==> config.mk <==
export PLATFORM = sky130hd
export DESIGN_NAME = mem_port_arb
export DESIGN_NICKNAME = d
export VERILOG_FILES = /design/src/rtl/mem_port_arb_pkg.sv /design/src/rtl/mem_port_arb_pick.sv /design/src/rtl/mem_port_arb.sv
export SDC_FILE = /design/constraint.sdc
export NUM_CORES = 1
export LEC_CHECK = 0
export ABC_AREA = 1
export BUFFER_PORTS_ARGS = -buffer_cell sky130_fd_sc_hd__buf_2
export CAP_MARGIN = 20
export CORE_MARGIN = 4
export CORE_UTILIZATION = 41
export CTS_CLUSTER_SIZE = 8
export DETAILED_ROUTE_END_ITERATION = 12
export PLACE_DENSITY = 0.82
export SETUP_SLACK_MARGIN = 0.3
export SYNTH_ARGS = -nofsm -noshare
export SYNTH_HDL_FRONTEND = slang
export SYNTH_SLANG_ARGS = --single-unit
==> constraint.sdc <==
create_clock -name clk -period 1.15 [get_ports clk]
set_input_delay 0.23 -clock clk [delete_from_list [all_inputs] [get_ports clk]]
set_output_delay 0.23 -clock clk [all_outputs]
set_load 0.05 [all_outputs]
==> src/rtl/mem_port_arb_pkg.sv <==
// Shared constants for the memory-port arbiter: FSM state encoding and channel indices.
package mem_port_arb_pkg;

    localparam logic [0:0] ST_IDLE = 1'b0;
    localparam logic [0:0] ST_BUSY = 1'b1;

    localparam int CH_IFETCH = 0;
    localparam int CH_DATA   = 1;

endpackage

==> src/rtl/mem_port_arb_pick.sv <==
// arb_pick: combinational winner selection. Fixed priority (highest index wins) or
// round-robin search starting at ptr, chosen by the RR_EN parameter.
module arb_pick #(
    parameter int NCH   = 2,
    parameter bit RR_EN = 1'b0
) (
    input  logic [NCH-1:0]         valid,
    input  logic [$clog2(NCH)-1:0] ptr,
    output logic [$clog2(NCH)-1:0] winner,
    output logic                   found
);

    localparam int IW = $clog2(NCH);

    // NOTE: every output gets a default before the search so no path leaves it unassigned (no latch).
    always_comb begin
        int idx;
        winner = '0;
        found  = 1'b0;
        idx    = 0;
        if (RR_EN) begin
            // Walk the ring backwards so the last hit is the one closest to ptr.
            for (int k = NCH - 1; k >= 0; k--) begin
                idx = int'(ptr) + k;
                if (idx >= NCH) begin
                    idx = idx - NCH;
                end
                if (valid[idx]) begin
                    winner = IW'(idx);
                    found  = 1'b1;
                end
            end
        end else begin
            for (int i = 0; i < NCH; i++) begin
                if (valid[i]) begin
                    winner = IW'(i);
                    found  = 1'b1;
                end
            end
        end
    end

endmodule

==> src/rtl/mem_port_arb.sv <==
// mem_port_arb: single-port memory arbiter, IDLE/BUSY handshake per access.
// Define MEM_PORT_ARB_RR_EN for round-robin arbitration; default is fixed priority.
module mem_port_arb
    import mem_port_arb_pkg::*;
#(
    parameter int WIDTH = 32,
    parameter int NCH   = 2
) (
    input  logic                   clk,
    input  logic                   rst_n,
    input  logic [NCH-1:0]         ch_valid,
    input  logic [NCH*WIDTH-1:0]   ch_addr,
    input  logic [NCH-1:0]         ch_we,
    output logic [NCH-1:0]         ch_ack,
    output logic [NCH-1:0]         ch_done,
    output logic                   mem_valid,
    output logic [WIDTH-1:0]       mem_addr,
    output logic                   mem_we,
    input  logic                   mem_ready,
    output logic [$clog2(NCH)-1:0] grant
);

    localparam int IW = $clog2(NCH);

    logic [0:0]    state;
    logic [IW-1:0] ptr;
    logic [IW-1:0] winner;
    logic          found;
    logic          capture;

    assign capture = (state == ST_IDLE) && found;

`ifdef MEM_PORT_ARB_RR_EN
    localparam bit RR_EN = 1'b1;

    always_ff @(posedge clk or negedge rst_n) begin
        if (!rst_n) begin
            ptr <= '0;
        end else if (capture) begin
            ptr <= (winner == IW'(NCH - 1)) ? '0 : winner + 1'b1;
        end
    end
`else
    localparam bit RR_EN = 1'b0;

    assign ptr = '0;
`endif

    arb_pick #(
        .NCH   (NCH),
        .RR_EN (RR_EN)
    ) u_pick (
        .valid  (ch_valid),
        .ptr    (ptr),
        .winner (winner),
        .found  (found)
    );

    // NOTE: state registers use non-blocking assignments so every flop samples pre-edge values.
    always_ff @(posedge clk or negedge rst_n) begin
        if (!rst_n) begin
            state     <= ST_IDLE;
            mem_valid <= 1'b0;
            mem_addr  <= '0;
            mem_we    <= 1'b0;
            grant     <= '0;
        end else begin
            case (state)
                ST_IDLE: begin
                    if (found) begin
                        state     <= ST_BUSY;
                        mem_valid <= 1'b1;
                        mem_addr  <= ch_addr[int'(winner)*WIDTH +: WIDTH];
                        mem_we    <= ch_we[winner];
                        grant     <= winner;
                    end
                end
                ST_BUSY: begin
                    if (mem_ready) begin
                        state     <= ST_IDLE;
                        mem_valid <= 1'b0;
                    end
                end
                default: state <= ST_IDLE;
            endcase
        end
    end

    // Ack is gated by rst_n so it stays low while reset is held, even with requests pending.
    always_comb begin
        ch_ack  = '0;
        ch_done = '0;
        if (rst_n && capture) begin
            ch_ack[winner] = 1'b1;
        end
        if (state == ST_BUSY && mem_ready) begin
            ch_done[grant] = 1'b1;
        end
    end

endmodule

==> results.cfg, run 1 <==
[worst_setup_path]
worst_setup_path_end_kind = flop
worst_setup_path_start_kind = flop
crit_top_cell = buf_6
worstPathRequired_ns = 1.32
worst-path-buf-inv = 6
crit_chain = inv_2, buf_6, buf_6, buf_6, o21ai_4, buf_12, clkbuf_16, nand2_1, nand2_1
crit_type = flop to flop
arrival_ns = 1.57
cpPeakStageDelay_ns = 0.45
critPathTopFamily = buffers and inverters
worst-path-max-fanout = 5
slowest_stage = dfrtp_2

[floorplanning]
rows = 24
start_util_pct = 43.0
dieHeight_um = 76.3
die_area_sq_um = 5820
dieWidth_um = 76.3
core-area_sq_um = 4440
ios = 110

[placement]
dp_cells = 423
dpl.hpwl_um = 3580
io_buffers = 109
postPlaceCellArea_sq_um = 2540
gp_congestion = 0.725

[outcome]
outcome = complete, but fails checks
violations = negative setup slack

[logic_synthesis]
yosysWarningCount = 0
syn_nets = 338
syn_inst = 267
synth_area_sq_um = 1910
ys_types = 12
ys_seq_elements = 36
avgSynthCellArea_sq_um = 7.16
synth-seq-area-share_pct = 47.1

[job]
drv_cap = 0

[global_routing]
grt.overflow.total = 0
grt_use_total_pct = 19.2
antenna_found_initial = 0
grt_max_degree = 47
grt_pass1_wl_um = 9170
grt_pass1_vias = 2043

[layout]
syn_to_final_growth_pct = 82.5
n_antenna_cell = 0
nets = 485
drive_gt1_share_pct = 54.0
final_cell_count_no_fill = 467
fillers = 313
final_common_cell = nand2_1
design_area_sq_um = 3490
final_cell_mix = nand2_1 (85), buf_2 (70), buf_6 (45)

[detailed_routing]
drc = 0
via_per_inst = 4.57
drt_wl_total_um = 6190
ant_nets = 0
vias = 2133
drt_iter0_markers = 77
dr.pass1.iters = 4
routedWlPerCell_um = 13.3

[clocking]
htree_levels = 2
insertion_delay_ns = 0.28
cts_tree = yes
cts_max_path_buffers = 2
path_clk_slew_ns = 0.07
cts.sinks = 36
cts_buffers = 5
root_buffer = clkbuf_8

[pwr]
leakage_uw = 0.00200
pwr_density_cell_nw_per_um2 = 1620
ir_drop_uv = 896

[timing]
max_freq_mhz = 716
period_needed_ns = 1.40
rsz0062_at_grt = yes
finalMaxSlewViolations = 0
finalWorstSetupSlack_ns = -0.246
fin_crit_sh_pct = 121
worst_pin_slew_ns = 0.438
fin_hold_ws_ns = 0.0758
fin_skew_ns = 0.00583
setup_violations = 39
slew_headroom_pct = 70.8
hold_violations = 0

[min_path]
hold_class = primary input to async pin
-- kinds of logic after synthesis --
family	Yosys count	share of synthesized area [%]
AOI/OAI and AO/OA	36	10.0
DFF	36	47.1
buffers and inverters	52	14.3
and+or+nand+nor	143	28.6
-- power breakdown --
part	leakage [uW]	internal, uW	switching [uW]
combinational	0.00151	1260	1740
clock	0.0000455	488	403
sequential	0.000446	1530	239
total	0.00200	3280	2380
-- worst reg2reg max path: cells and delay by family (launching register included) --
kind            cells  cell delay [ns]
buf+inv             6             0.65
flops               1             0.45
compound gates      1             0.09
simple gates        2             0.09
-- what timing repair did --
| action | CTS | global route |
|---|---|---|
| endpoints found under the setup margin | 75 | 75 |
| gates cloned | 3 | 1 |
| hold buffers | 0 | 0 |
| setup buffers | 11 | 21 |
| pin swaps | 24 | 9 |
| resized for setup | 118 | 45 |
-- cell usage after synthesis (all sizes together) --
cell	instances	share of area (%)
clkbuf	2	0.39
nor2	6	1.7
a21oi	2	0.52
dfrtp	36	47
inv	38	7.5
buf	12	6.4
o21ai	34	9.5
nand2	137	27
-- flip-flops by register name, indices dropped and copies added (netlist names) --
signal and count:
mem_addr 32, mem_we 1, mem_valid 1, grant 1, state 1
-- through the flow --
stage / total power, uW / setup TNS [ns] / utilization [%] / worst slack, ns
global placement: 3620 / -0.0841 / 57.1 / -0.0611
detailed placement: 3660 / -0.232 / 57.1 / -0.0772
CTS: 5210 / -7.56 / 70.9 / -0.240
global route: 5950 / -10.48 / 78.5 / -0.295
finish: 5660 / -8.54 / 78.5 / -0.246
floorplan: 3120 / -0.0378 / - / -0.0285
-- layer usage --
metal | part of all wire, % | track usage, % | up-vias
met2 | 52 | 33.5 | 81
met5 | 0 | 0 | -
met4 | 1.7 | 4.71 | 0
li1 | - | - | 1085
met1 | 40 | 22.7 | 955
met3 | 6.7 | 6.50 | 12
-- worst paths after layout --
kind	from	endpoint	slack, ns	depth (start not counted)
setup / recovery	state	mem_addr[9]	-0.25	9
hold / removal	rst_n	mem_addr[29]	0.08	2
setup reg to reg	state	mem_addr[9]	-0.25	9
hold reg to reg	mem_addr[9]	mem_addr[9]	0.50	2
max in group asynchronous	rst_n	grant	0.74	2
min in group clk	ch_addr[60]	mem_addr[28]	0.25	5
-- cell type report --
type                            instances  area (sq um)  area share, %
Multi-Input combinational cell        179           996           28.5
Inverter                               38           143           4.09
Tap cell                               52          65.1           1.86
Sequential cell                        36           903           25.9
Timing Repair Buffer                  154          1290           37.0
Clock buffer                            8          90.1           2.58
No activity file was read; power rests on OpenSTA's default activity.
==> inputs of run 2 (changes only) <==
==> constraint.sdc (replaced) <==
create_clock -name clk -period 1.15 [get_ports clk]
set_input_delay 0.0575 -clock clk [delete_from_list [all_inputs] [get_ports clk]]
set_output_delay 0.0575 -clock clk [all_outputs]
set_load 0.05 [all_outputs]
==> run 2 against run 1 <==
The flow still finishes with violations (negative setup slack). Combinational power is 17% lower. Worst setup slack better by 0.20 ns. Largest power group unchanged. Sequential power hardly changed. Clock skew is 0.0031 ns lower. Largest cell class unchanged. First-iteration DRC count is 38% lower. Design area is 13% lower. Wire length is 15% lower. Die area stayed put. Critical path type is now flop to output port.
==> results.cfg, run 2 (synthesis results as in run 1) <==
[outcome]
outcome = complete, but fails checks
violations = negative setup slack

[worst_setup_path]
worst_setup_path_start_kind = flop
arrival_ns = 1.14
worst-path-max-fanout = 3
crit_type = flop to output port
worstPathRequired_ns = 1.09
cpPeakStageDelay_ns = 0.44
worst_setup_path_end_kind = output port
slowest_stage = dfrtp_2
crit_chain = inv_2, nand2_2, nor2_4, buf_6

[timing]
slew_headroom_pct = 41.9
setup_violations = 4
fin_skew_ns = 0.00273
finalMaxSlewViolations = 0
period_needed_ns = 1.20
hold_violations = 0
worst_pin_slew_ns = 0.868
finalWorstSetupSlack_ns = -0.0457
rsz0062_at_grt = yes
fin_crit_sh_pct = 104
max_freq_mhz = 836

[global_routing]
antenna_found_initial = 0
grt_use_total_pct = 17.7
grt.overflow.total = 0
grt_pass1_vias = 1967
grt_pass1_wl_um = 8560
grt.busiest_layer = met2
grt_util_met2_pct = 31.5
grt_max_degree = 36
use_met3_pct = 5.56
met1_usage_pct = 20.8

[pwr]
leakage_uw = 0.00179
fin_total_pwr_uw = 5110
pwr_density_cell_nw_per_um2 = 1690
ir_drop_uv = 897

[layout]
largest_reg_flops = 32
syn_to_final_growth_pct = 58.0
n_antenna_cell = 0
design_area_sq_um = 3020
final_util_pct = 68.0
multi_input_area_sq_um = 781
drive_gt1_share_pct = 38.8
fillers = 379
nets = 467
max_flop_register = mem_addr
final_cell_mix = nand2_1 (134), buf_2 (70), buf_6 (38)
final_common_cell = nand2_1
regArea_sq_um = 903

[floorplanning]
core-area_sq_um = 4440
dieWidth_um = 76.3
die_area_sq_um = 5820
rows = 24
start_util_pct = 43.0
dieHeight_um = 76.3
ios = 110

[placement]
dpl.hpwl_um = 3540
io_buffers = 109
gp_congestion = 0.760
preCtsSetupSlack_ns = -0.0615
postPlaceCellArea_sq_um = 2480

[clocking]
root_buffer = clkbuf_8
path_clk_slew_ns = 0.07
cts_tree = yes
cts_buffers = 5
cts.sinks = 36
insertion_delay_ns = 0.27
cts_max_path_buffers = 2
htree_levels = 2

[detailed_routing]
drc = 0
ant_nets = 0
vias = 2027
routedWlPerCell_um = 11.8
via_per_inst = 4.51
drt_wl_total_um = 5280
dr.pass1.iters = 6
drt_iter0_markers = 48

[min_path]
hold_class = primary input to flop

[job]
drv_cap = 0
## run 2: worst paths after layout
check | start | depth (start not counted) | slack (ns) | endpoint
setup reg to reg | state | 4 | 0.02 | mem_addr[28]
hold reg to reg | mem_addr[31] | 2 | 0.51 | mem_addr[31]
min in group asynchronous | rst_n | 2 | 0.29 | mem_addr[6]
hold / removal | ch_addr[46] | 5 | 0.08 | mem_addr[14]
max in group asynchronous | rst_n | 3 | 0.40 | mem_addr[27]
setup / recovery | state | 4 | -0.05 | ch_ack[1]
## run 2: layout make-up
type	instances	area share, %
timing repair buffer	136	34.4
sequential	36	29.9
multi-input combinational	179	25.8
inverter	38	4.72
clock buffer	8	2.98
tap	52	2.15
## run 2: worst max-delay path, delay by kind of cell, from the launching register on
kind,cells,cell delay (ns)
DFF,1,0.44
buffers and inverters,2,0.27
and+or+nand+nor,2,0.16
## run 2: where the power goes
| group | total [uW] | internal, uW | switching (uW) |
|---|---|---|---|
| combinational | 2490 | 972 | 1520 |
| sequential | 1740 | 1530 | 209 |
| clock | 876 | 488 | 388 |
## run 2: what timing repair did
item / CTS / global route
hold endpoints to repair: 36 / 0
hold buffers: 1 / 0
gates resized for setup: 85 / 7
pin swaps: 31 / 22
buffers inserted: 11 / 9
endpoints found under the setup margin: 75 / 107
## run 2: metrics by stage
stage | TNS, ns | hold WS, ns | cells
floorplan | 0 | -0.238 | 267
global placement | 0 | -0.0909 | 420
detailed placement | -0.581 | -0.0938 | 420
CTS | -0.151 | 0.0735 | 440
global route | -0.726 | 0.0830 | 449
finish | -0.137 | 0.0777 | 449
## run 2: metal layers
metal / vias up / routed length, um
li1: 1046 / -
met4: 0 / 44
met1: 908 / 2120
met5: - / 0
met2: 69 / 2770
met3: 4 / 346
==> inputs of run 3 (changes only) <==
Settings changed: CORE_UTILIZATION 41 to 44, HOLD_SLACK_MARGIN from default to 0.08, PLACE_DENSITY 0.82 to 0.86.
==> run 3 against run 2 <==
The flow still finishes with violations (negative setup slack). Clock power is 7.5% lower. Wire length up 1.5%. Sequential power hardly changed. Fmax decreased by 0.48%. Critical path depth unchanged. Clock-buffer cell count fell by 2. Die area is 6.1% lower. Critical endpoint unchanged. Via count is 2.5% higher. Design area up 0.46%. Final cell count is 0.45% higher. Sequential cell count unchanged.
==> results.cfg, run 3 (synthesis results as in run 1) <==
[detailed_routing]
routedWlPerCell_um = 11.9
via_per_inst = 4.61
dr.pass1.iters = 4
drt_iter0_markers = 77
drc = 0
drt_wl_total_um = 5360
vias = 2077
ant_nets = 0

[floorplanning]
ios = 110
rows = 23
dieWidth_um = 73.9
die_area_sq_um = 5460
start_util_pct = 46.8
dieHeight_um = 73.9
core-area_sq_um = 4090

[global_routing]
grt_max_degree = 37
grt_use_total_pct = 19.9
grt_pass1_vias = 1936
met1_usage_pct = 22.0
grt.busiest_layer = met2
antenna_found_initial = 0
grt_pass1_wl_um = 8450
grt_util_met2_pct = 36.1
use_met3_pct = 5.61
grt.overflow.total = 0

[layout]
fillers = 309
final_cell_count_no_fill = 451
design_area_sq_um = 3030
max_flop_register = mem_addr
syn_to_final_growth_pct = 58.7
largest_reg_flops = 32
regArea_sq_um = 903
final_cell_mix = nand2_1 (134), buf_2 (70), buf_6 (38)
drive_gt1_share_pct = 38.2
multi_input_area_sq_um = 779
final_common_cell = nand2_1
n_antenna_cell = 0
nets = 472

[clocking]
htree_levels = 2
cts.sinks = 36
cts_max_path_buffers = 2
insertion_delay_ns = 0.27
cts_tree = yes
cts_buffers = 5
root_buffer = clkbuf_8
path_clk_slew_ns = 0.06

[min_path]
hold_end = mem_addr[1]
hp-start = ch_addr[33]
hold_depth = 5
hold_class = primary input to flop

[timing]
slew_headroom_pct = 43.0
finalMaxSlewViolations = 0
max_freq_mhz = 832
hold_violations = 0
rsz0062_at_grt = yes
period_needed_ns = 1.20
setup_violations = 2
worst_pin_slew_ns = 0.851
finalWorstSetupSlack_ns = -0.0514
fin_crit_sh_pct = 104
fin_skew_ns = 0.00183

[placement]
io_buffers = 109
gp_congestion = 0.746
dp_cells = 420
postPlaceCellArea_sq_um = 2480
dpl.hpwl_um = 3650

[worst_setup_path]
rr_endpoint = mem_addr[22]
worst_setup_path_end_kind = output port
worst_setup_path_start_kind = flop
critPathTopFamily = flip-flops
r2r_setup_slack_ns = 0.01
arrival_ns = 1.14
worst-path-buf-inv = 2
worstReg2RegStart = state
worstPathRequired_ns = 1.09
slowest_stage = dfrtp_2
crit_chain = inv_2, nand2_2, nor2_4, buf_8
crit_type = flop to output port
rr_worst_depth = 4
cpPeakStageDelay_ns = 0.44
worst-path-max-fanout = 3

[outcome]
violations = negative setup slack
outcome = complete, but fails checks

[pwr]
ir_drop_uv = 978
pwr_density_cell_nw_per_um2 = 1650
leakage_uw = 0.00179

[job]
drv_cap = 0
## run 3: repair_timing
action | CTS | global route
gates resized for setup | 87 | 1
hold buffers | 8 | 0
cloned | 0 | 0
pin swaps | 35 | 19
setup buffers | 11 | 5
setup endpoints to repair | 75 | 75
endpoints found under the hold margin | 43 | 0
## run 3: cell type report
cell class	count	area share (%)
Clock buffer	6	2.39
Sequential cell	36	29.8
Inverter	38	4.70
Clock inverter	1	0.165
Tap cell	50	2.06
Timing Repair Buffer	141	35.2
Multi-Input combinational cell	179	25.7
## run 3: worst min-delay path, stage by stage
cell and delay, ns:
buf_2 0.08, nand2_1 0.04, o21ai_0 0.06, nand2_1 0.05, nand2_1 0.05
## run 3: how the worst max path moves through the flow
| stage | from | end | slack (ns) | cells after the start |
|---|---|---|---|---|
| finish | state | ch_ack[1] | -0.05 | 4 |
| floorplan | state | ch_ack[0] | 0.15 | 3 |
| detailed placement | ch_valid[1] | mem_valid | -0.06 | 3 |
| CTS | state | ch_ack[0] | -0.07 | 4 |
| global route | state | ch_ack[0] | -0.11 | 4 |
| global placement | state | mem_valid | 0.02 | 3 |
## run 3: per-layer routing
layer,wire [um],vias to the layer above
met5,0,-
li1,-,1056
met3,390,11
met4,103,0
met2,2810,73
met1,2060,937
## run 3: power by group
part	total (uW)	switching [uW]	leakage (uW)	internal, uW
logic	2470	1520	0.00131	946
clock network	810	399	0.0000410	411
registers	1740	206	0.000446	1530
## run 3: stage by stage
| stage | worst slack [ns] | total power (uW) | TNS (ns) | util (%) | hold slack, ns |
|---|---|---|---|---|---|
| final | -0.0514 | 5010 | -0.0858 | 74.2 | 0.0871 |
| after global routing | -0.113 | 5280 | -0.864 | 74.2 | 0.0954 |
| after CTS | -0.0709 | 4970 | -0.139 | 73.2 | 0.0809 |
| after detailed placement | -0.0560 | 3620 | -0.222 | 60.8 | 0.0778 |
| after global placement | 0.0207 | 3580 | 0 | 60.8 | 0.0700 |
| after floorplan | 0.146 | 3110 | 0 | - | -0.238 |
